### config.mk
export PLATFORM = sky130hd
export DESIGN_NAME = split_bus_arbiter
export DESIGN_NICKNAME = d
export VERILOG_FILES = /design/src/rtl/bus_arb_pkg.sv /design/src/rtl/split_tracker.sv /design/src/rtl/split_bus_arbiter.sv
export SDC_FILE = /design/constraint.sdc
export NUM_CORES = 1
export LEC_CHECK = 0
export CORE_MARGIN = 1.5
export CORE_UTILIZATION = 34
export CTS_CLUSTER_DIAMETER = 50
export DETAILED_ROUTE_END_ITERATION = 10
export PLACE_DENSITY_LB_ADDON = 0.2
export SLEW_MARGIN = 10
export SYNTH_ARGS = -nofsm -noshare
export SYNTH_HDL_FRONTEND = slang
export SYNTH_SLANG_ARGS = --single-unit
### constraint.sdc
create_clock -name clk -period 2.7 [get_ports clk]
set_clock_uncertainty 0.15 [all_clocks]
set_input_delay 0.54 -clock clk [delete_from_list [all_inputs] [get_ports clk]]
set_output_delay 0.54 -clock clk [all_outputs]
set_load 0.05 [all_outputs]
### src/rtl/bus_arb_pkg.sv
// Shared definitions for the split-capable two-master bus arbiter.
//   arb_state_e     : arbiter FSM states (IDLE, GNT1, GNT2)
//   M1 / M2         : master ID constants used for owner, msel and tie history
//   DEF_SPLIT_TMO_W : default width of the split-timeout counter
package bus_arb_pkg;

  typedef enum logic [1:0] {
    ST_IDLE = 2'd0,
    ST_GNT1 = 2'd1,
    ST_GNT2 = 2'd2
  } arb_state_e;

  localparam logic M1 = 1'b0;
  localparam logic M2 = 1'b1;

  localparam int DEF_SPLIT_TMO_W = 8;

endpackage

### src/rtl/split_tracker.sv
// Split record for the bus arbiter: remembers which master was parked by a
// split, latches a split_done that cannot be served yet, and times out a
// split that is never resumed.
// Ports:
//   clk, rst        : clock, synchronous active-high reset
//   take            : arbiter accepted a split this cycle (only when not valid)
//   take_owner      : master that owned the bus when the split was accepted
//   split_done      : slave ready to resume (one-cycle pulse)
//   arb_idle        : arbiter FSM is in IDLE this cycle
//   rec_valid       : a split is outstanding
//   rec_owner       : master parked by the outstanding split
//   resume          : resume the parked master on the next edge (combinational)
//   msplit1/msplit2 : master parked flags
//   split_tmo       : one-cycle pulse when the split times out
module split_tracker
  import bus_arb_pkg::*;
#(
  parameter int SPLIT_TMO_W = DEF_SPLIT_TMO_W
) (
  input  logic clk,
  input  logic rst,
  input  logic take,
  input  logic take_owner,
  input  logic split_done,
  input  logic arb_idle,
  output logic rec_valid,
  output logic rec_owner,
  output logic resume,
  output logic msplit1,
  output logic msplit2,
  output logic split_tmo
);

  localparam logic [SPLIT_TMO_W-1:0] CNT_MAX = '1;

  logic                   valid_q, valid_d;
  logic                   owner_q, owner_d;
  logic                   done_lat_q, done_lat_d;
  logic [SPLIT_TMO_W-1:0] cnt_q, cnt_d;
  logic                   tmo_q, tmo_d;

  logic                   done_pend;
  logic [SPLIT_TMO_W-1:0] cnt_inc;
  logic                   expire;

  // A latched split_done counts as "resumed": the counter freezes and the
  // timeout can no longer fire, so done always wins over expiry.
  assign done_pend = valid_q & (split_done | done_lat_q);
  assign cnt_inc   = cnt_q + SPLIT_TMO_W'(1);
  assign expire    = valid_q & ~done_pend & (cnt_inc == CNT_MAX);
  assign resume    = done_pend & arb_idle;

  always_comb begin
    valid_d    = valid_q;
    owner_d    = owner_q;
    done_lat_d = done_lat_q;
    cnt_d      = cnt_q;
    tmo_d      = 1'b0;
    if (take) begin
      valid_d    = 1'b1;
      owner_d    = take_owner;
      done_lat_d = 1'b0;
      cnt_d      = '0;
    end else if (valid_q) begin
      if (resume) begin
        valid_d    = 1'b0;
        done_lat_d = 1'b0;
        cnt_d      = '0;
      end else if (done_pend) begin
        done_lat_d = 1'b1;
      end else if (expire) begin
        valid_d = 1'b0;
        cnt_d   = '0;
        tmo_d   = 1'b1;
      end else begin
        cnt_d = cnt_inc;
      end
    end
  end

  always_ff @(posedge clk) begin
    if (rst) begin
      valid_q    <= 1'b0;
      owner_q    <= M1;
      done_lat_q <= 1'b0;
      cnt_q      <= '0;
      tmo_q      <= 1'b0;
    end else begin
      valid_q    <= valid_d;
      owner_q    <= owner_d;
      done_lat_q <= done_lat_d;
      cnt_q      <= cnt_d;
      tmo_q      <= tmo_d;
    end
  end

  assign rec_valid = valid_q;
  assign rec_owner = owner_q;
  assign msplit1   = valid_q & (owner_q == M1);
  assign msplit2   = valid_q & (owner_q == M2);
  assign split_tmo = tmo_q;

endmodule

### src/rtl/split_bus_arbiter.sv
// Two-master bus arbiter with split-transaction support.
// Protocol: a master raises breqx and keeps it high for the whole tenure;
// bgrantx rises one edge after breqx is sampled in IDLE and falls one edge
// after breqx is sampled low (or a split is accepted). All outputs are
// registered.
// Optional feature macro: ARB_ROUND_ROBIN_EN -- when defined a simultaneous
// request goes to the master not granted most recently (M2 first after
// reset); when undefined M1 always wins a tie.
// Ports:
//   clk, rst          : clock, synchronous active-high reset
//   breq1, breq2      : bus requests from masters 1 and 2
//   split, split_done : slave split pulse / slave ready-to-resume pulse
//   bgrant1, bgrant2  : bus grants
//   msel              : bus owner mux select (0 = M1, 1 = M2), holds in IDLE
//   msplit1, msplit2  : master parked by a split
//   split_tmo         : one-cycle pulse when a split times out
//   dbg_state         : current arbiter FSM state
module split_bus_arbiter
  import bus_arb_pkg::*;
#(
  parameter int SPLIT_TMO_W = DEF_SPLIT_TMO_W
) (
  input  logic       clk,
  input  logic       rst,
  input  logic       breq1,
  input  logic       breq2,
  input  logic       split,
  input  logic       split_done,
  output logic       bgrant1,
  output logic       bgrant2,
  output logic       msel,
  output logic       msplit1,
  output logic       msplit2,
  output logic       split_tmo,
  output arb_state_e dbg_state
);

  arb_state_e state_q, state_d;
  logic       msel_q, msel_d;
  // Low for the first edge after reset so no grant is issued on it.
  logic       arm_q;

  logic rec_valid, rec_owner, resume;
  logic ms1, ms2;
  logic req1_eff, req2_eff;
  logic split_take, take_owner;
  logic grant_start, grant_id;
  logic tie_pick;

`ifdef ARB_ROUND_ROBIN_EN
  logic last_q, last_d;
  assign tie_pick = ~last_q;
`else
  assign tie_pick = M1;
`endif

  // A parked master's request is ignored until it is resumed or times out.
  assign req1_eff   = breq1 & ~ms1;
  assign req2_eff   = breq2 & ~ms2;
  assign split_take = split & ~rec_valid & (state_q != ST_IDLE);
  assign take_owner = (state_q == ST_GNT2) ? M2 : M1;

  split_tracker #(
    .SPLIT_TMO_W (SPLIT_TMO_W)
  ) u_split_tracker (
    .clk        (clk),
    .rst        (rst),
    .take       (split_take),
    .take_owner (take_owner),
    .split_done (split_done),
    .arb_idle   (state_q == ST_IDLE),
    .rec_valid  (rec_valid),
    .rec_owner  (rec_owner),
    .resume     (resume),
    .msplit1    (ms1),
    .msplit2    (ms2),
    .split_tmo  (split_tmo)
  );

  // State register
  always_ff @(posedge clk) begin
    if (rst) begin
      state_q <= ST_IDLE;
      msel_q  <= M1;
      arm_q   <= 1'b0;
`ifdef ARB_ROUND_ROBIN_EN
      last_q  <= M1;
`endif
    end else begin
      state_q <= state_d;
      msel_q  <= msel_d;
      arm_q   <= 1'b1;
`ifdef ARB_ROUND_ROBIN_EN
      last_q  <= last_d;
`endif
    end
  end

  // Next-state logic; a resume from a split outranks any fresh request.
  always_comb begin
    state_d = state_q;
    case (state_q)
      ST_IDLE: begin
        if (resume) begin
          state_d = (rec_owner == M2) ? ST_GNT2 : ST_GNT1;
        end else if (arm_q) begin
          if (req1_eff && req2_eff) begin
            state_d = (tie_pick == M2) ? ST_GNT2 : ST_GNT1;
          end else if (req1_eff) begin
            state_d = ST_GNT1;
          end else if (req2_eff) begin
            state_d = ST_GNT2;
          end
        end
      end
      ST_GNT1: if (!breq1 || split_take) state_d = ST_IDLE;
      ST_GNT2: if (!breq2 || split_take) state_d = ST_IDLE;
      default: state_d = ST_IDLE;
    endcase

    grant_start = (state_q == ST_IDLE) && (state_d != ST_IDLE);
    grant_id    = (state_d == ST_GNT2) ? M2 : M1;
    msel_d      = grant_start ? grant_id : msel_q;
`ifdef ARB_ROUND_ROBIN_EN
    last_d      = grant_start ? grant_id : last_q;
`endif
  end

  // Outputs
  always_comb begin
    bgrant1   = (state_q == ST_GNT1);
    bgrant2   = (state_q == ST_GNT2);
    msel      = msel_q;
    msplit1   = ms1;
    msplit2   = ms2;
    dbg_state = state_q;
  end

endmodule

# Word level (Yosys, flattened, before mapping)
# Cells that the tools add are included.
dict set report totals {
  register_bits 16
  output_inout_bits 8
  elab_cells 67
}
dict set report classes {
  add_sub_neg 1
  eq_ne 5
  n_mux 23
  bitwise 16
  reduce_logical 14
}
# cell n
set ops {}
lappend ops {{8-bit two-way mux} 3}
lappend ops {{2-bit two-way mux} 8}
lappend ops {{1-bit two-way mux} 11}
lappend ops {{1-bit bitwise AND} 10}
lappend ops {{8-bit by 1-bit adder with 8-bit output (second input constant)} 1}
lappend ops {{8-bit == test (second input constant)} 1}
lappend ops {{2-bit case mux with 3 select lines} 1}
lappend ops {{2-bit nonzero test} 3}
lappend ops {{1-bit NOT} 5}
lappend ops {{5-bit OR reduction} 1}
lappend ops {{2-bit == test (second input constant)} 2}
lappend ops {{2-bit AND reduction} 2}
lappend ops {{2-bit by 1-bit == test with 1-bit output (second input constant)} 1}
lappend ops {{1-bit logical AND} 2}
lappend ops {{1-bit logical NOT} 2}
lappend ops {{2-bit logical NOT} 1}
lappend ops {{1-bit logical OR} 2}
lappend ops {{2-bit != test (second input constant)} 1}
lappend ops {{2-bit OR reduction} 1}
lappend ops {{1-bit OR} 1}

# Depth between registers and ports, before layout
dict set report depth {
  depth_word 11
  ltp_mapped 8
  ltp_nobuf 7
}

# Modules after synthesis
# From an unflattened synthesis, not the netlist that was laid out.
dict set report hier_totals {
  cells_unflattened 104
  hier_area_um2 878.3
}
# mod n_inst cells_each area_per_inst_um2 seq_area_each_um2
set by_module_without_submodules {}
lappend by_module_without_submodules {split_tracker 1 81 678.2 240.2}
lappend by_module_without_submodules {split_bus_arbiter 1 23 200.2 80.1}

# Least setup slack after synthesis
# OpenSTA, ideal clock, no wires.
dict set report synth_path {
  kind {register -> output}
  from {register state_q[1], in the netlist dbg_state[1]}
  to {output port bgrant2}
  arrival_time_ns 1.505
  t_required_ns 2.010
  path_slack_ns 0.505
  path_stages_with_launch 2
  path_buffers 0
  cell_sequence {dfxtp_1 > nor2b_1}
}
dict set report synth_via {
  elab_chain_len 1
}
# item line_no
set synth_lines {}
lappend synth_lines {{from (decl)} split_bus_arbiter.sv:38} ;# arb_state_e state_q, state_d;
lappend synth_lines {{from (signal assigned)} split_bus_arbiter.sv:90} ;# state_q <= state_d;
lappend synth_lines {{2-bit == test} split_bus_arbiter.sv:132} ;# bgrant2 = (state_q == ST_GNT2);
lappend synth_lines {{to (decl)} split_bus_arbiter.sv:30} ;# output logic bgrant2,
# No other way between the ends.

# Worst setup path in the final report
# Ends and elaborated chain as after synthesis.

==> run metrics <==
status finished, final reports clean; Worst Tran Pin Value 764 ps; crit-path max FO 9; clk slew on worst S/H paths 90 ps; Starting Density 0.366; RR Endpoint u_split_tracker.cnt_q[4]$_SDFFE_PP0P_; # rows 18; Hold Crit Class register to register; Syn Inst Count 121; yosys warns 0; Overall Power 508 uW; vias post-DR 896; I/O pins 14; fin nets 146; layout cells sized above 1 0.0876; vias in the first global route 826; setup TNS 0 ps; Placed Area 1100 um^2; pin count of the biggest net entering global routing 12; pins over their slew limit 0; mux cell area share after synthesis 0; register area share after synthesis 0.344; CP startpoint kind register; Crit Path Category register to output pin; PD cells 448 nW/um^2; CP arrival 1730 ps; RSZ-0062 raised after global routing false; DR pass1 iterations 4; buffers added on ports 13; Crit. Startpoint dbg_state[1]$_SDFF_PP0_; xor/xnor share of the synthesized area 0.0282; Layout Area Growth over Synthesis 21.7%; total global-route track usage 0.145; final non-filler cell total 167; fillers 251; Die Height 55.4 um; Post-Place Setup Slack 271 ps; global route total overflow 0; DR WL/cell 12.0 um; VDD IR-drop max 0.000290 V; GP Congestion 0.845; # Max-Cap Violations 0; first-pass GRT wire length 3.64 mm; WP data required 2010 ps; Sink Count 16; Synth Area in Compound Gates 0.255; hpwl dp 1.51 mm; post-placement cell count 163; final setup slack of the worst path 280 ps; Register-to-Register Path Depth 7; maximum clock path buffer count 2; initial antenna violation count 0; Routed Antenna Nets 0; main combinational cell family by area after synthesis simple AND/OR/NAND/NOR gates; total die area 3060 um^2; syn avg cell area 7.70 um^2; DRC 0; Peak Freq 413 MHz; Synth Area in Simple Gates 0.297; syn_nets 129; CTS root buffer clkbuf_4; post-synthesis adder-cell area fraction 0.0268; Finish-stage setup viols 0; number of distinct library cells after synthesis 36; Tcrit/Tclk final 0.896; Die X 55.4 um; commonest non-fill, non-tap cells in the layout nand2_1 (16), dfxtp_1 (16), clkdlybuf4s50_1 (13); post-CTS setup buffer count 0; Hold WS 322 ps; fin area 1130 um^2; Slew headroom 0.485; H-tree depth 1; final wirelength 2.01 mm; post-synthesis register bit count 16; Iter 0 DRT Violations 17; hold_buf cts 0; R2R setup slack 460 ps; cts repair resizes 0; Skew-Pair Late Insertion Delay 290 ps; core area 2540 um^2; drt via density 5.37; Critical R2R Launch u_split_tracker.cnt_q[0]$_SDFFE_PP0P_; Core Util, Final 0.446; leakage power 0.401 nW; # diodes 0; CTS tree built; critical path endpoint bgrant2; post-layout min period 2420 ps; final hold vios 0; element type at the critical path end output pin; Syn Std Cell Area 932 um^2; CTS Buf Count 3
-- registers in the layout (all words and copies together), names as in the netlist --
name,flops
msel,1
u_split_tracker.done_lat_q,1
dbg_state,2
u_split_tracker.split_tmo,1
u_split_tracker.cnt_q,8
arm_q,1
u_split_tracker.rec_valid,1
u_split_tracker.rec_owner,1
-- per-layer routing --
layer	routed length (um)	track usage	vias up
met5	0	0	-
met3	57	0.0445	4
met1	1000	0.188	417
met2	917	0.221	12
li1	-	-	463
met4	25	0.0627	0
-- power by group --
group          switching [mW]  leakage, nW  internal [mW]  total, mW
Sequential             0.0117        0.130          0.245      0.257
Clock                  0.0775       0.0210         0.0822      0.160
Combinational          0.0538        0.250         0.0379     0.0917
-- worst max-delay path, cell delays in order, from the launching register on --
cell and delay, ps:
dfxtp_1 480, nor2b_1 160, clkdlybuf4s50_1 800
-- cells by family (layout without fill, tap and decap cells) --
| logic type | Yosys count | in the layout |
|---|---|---|
| AO/OA/AOI/OAI | 38 | 38 |
| XOR/XNOR | 3 | 3 |
| adder cells (fa/ha/maj) | 2 | 2 |
| buffers and inverters | 9 | 25 |
| flip-flops | 16 | 16 |
| AND/OR/NAND/NOR | 53 | 53 |
-- layout make-up --
class	count	area, um^2	area share
repair buffers	17	160	0.141
multi-input cells	96	566	0.498
well taps	30	37.5	0.0331
flip-flops and latches	16	320	0.282
inverters	4	15.0	0.0132
clock buffers	4	36.3	0.0320
-- synthesized netlist by cell type --
| cell | number | share of area |
|---|---|---|
| o211ai_1 | 3 | 0.024 |
| o21ai_2 | 1 | 0.0094 |
| o21bai_1 | 2 | 0.016 |
| nand4_1 | 1 | 0.0067 |
| a211oi_1 | 3 | 0.024 |
| nor2_1 | 6 | 0.024 |
| nand2_1 | 16 | 0.064 |
| o21ai_0 | 10 | 0.054 |
| buf_6 | 1 | 0.012 |
| o22ai_1 | 1 | 0.0067 |
| ha_1 | 2 | 0.027 |
| o21a_1 | 2 | 0.016 |
| o2111ai_1 | 1 | 0.0094 |
| buf_2 | 1 | 0.0054 |
| nor4b_1 | 2 | 0.019 |
| a21boi_0 | 2 | 0.016 |
| xor2_1 | 1 | 0.0094 |
| xnor2_1 | 2 | 0.019 |
| and3_1 | 2 | 0.013 |
| buf_4 | 1 | 0.0081 |
| nor3_1 | 5 | 0.027 |
| o311ai_1 | 1 | 0.0094 |
| a31oi_1 | 1 | 0.0067 |
| clkbuf_1 | 2 | 0.0081 |
| dfxtp_1 | 16 | 0.34 |
| a21oi_1 | 10 | 0.054 |
| or3b_2 | 1 | 0.0094 |
| nor2b_1 | 5 | 0.034 |
| inv_1 | 4 | 0.016 |
| a2bb2oi_1 | 1 | 0.0094 |
| or4_1 | 1 | 0.0081 |
| or2_2 | 2 | 0.013 |
| or3b_1 | 1 | 0.0094 |
| nand3_1 | 4 | 0.021 |
| and2_1 | 2 | 0.013 |
| nand2b_1 | 5 | 0.034 |
-- how the worst min path moves through the flow --
stage,start,cells past startpoint,end
floorplan,u_split_tracker.cnt_q[7]$_SDFFE_PP0P_,2,u_split_tracker.cnt_q[7]$_SDFFE_PP0P_
CTS,u_split_tracker.cnt_q[7]$_SDFFE_PP0P_,2,u_split_tracker.cnt_q[7]$_SDFFE_PP0P_
global route,msel$_SDFFE_PP0P_,1,msel$_SDFFE_PP0P_
global placement,msel$_SDFFE_PP0P_,1,msel$_SDFFE_PP0P_
detailed placement,u_split_tracker.cnt_q[7]$_SDFFE_PP0P_,2,u_split_tracker.cnt_q[7]$_SDFFE_PP0P_
finish,u_split_tracker.cnt_q[7]$_SDFFE_PP0P_,2,u_split_tracker.cnt_q[7]$_SDFFE_PP0P_
No activity file was read; power rests on OpenSTA's default activity.
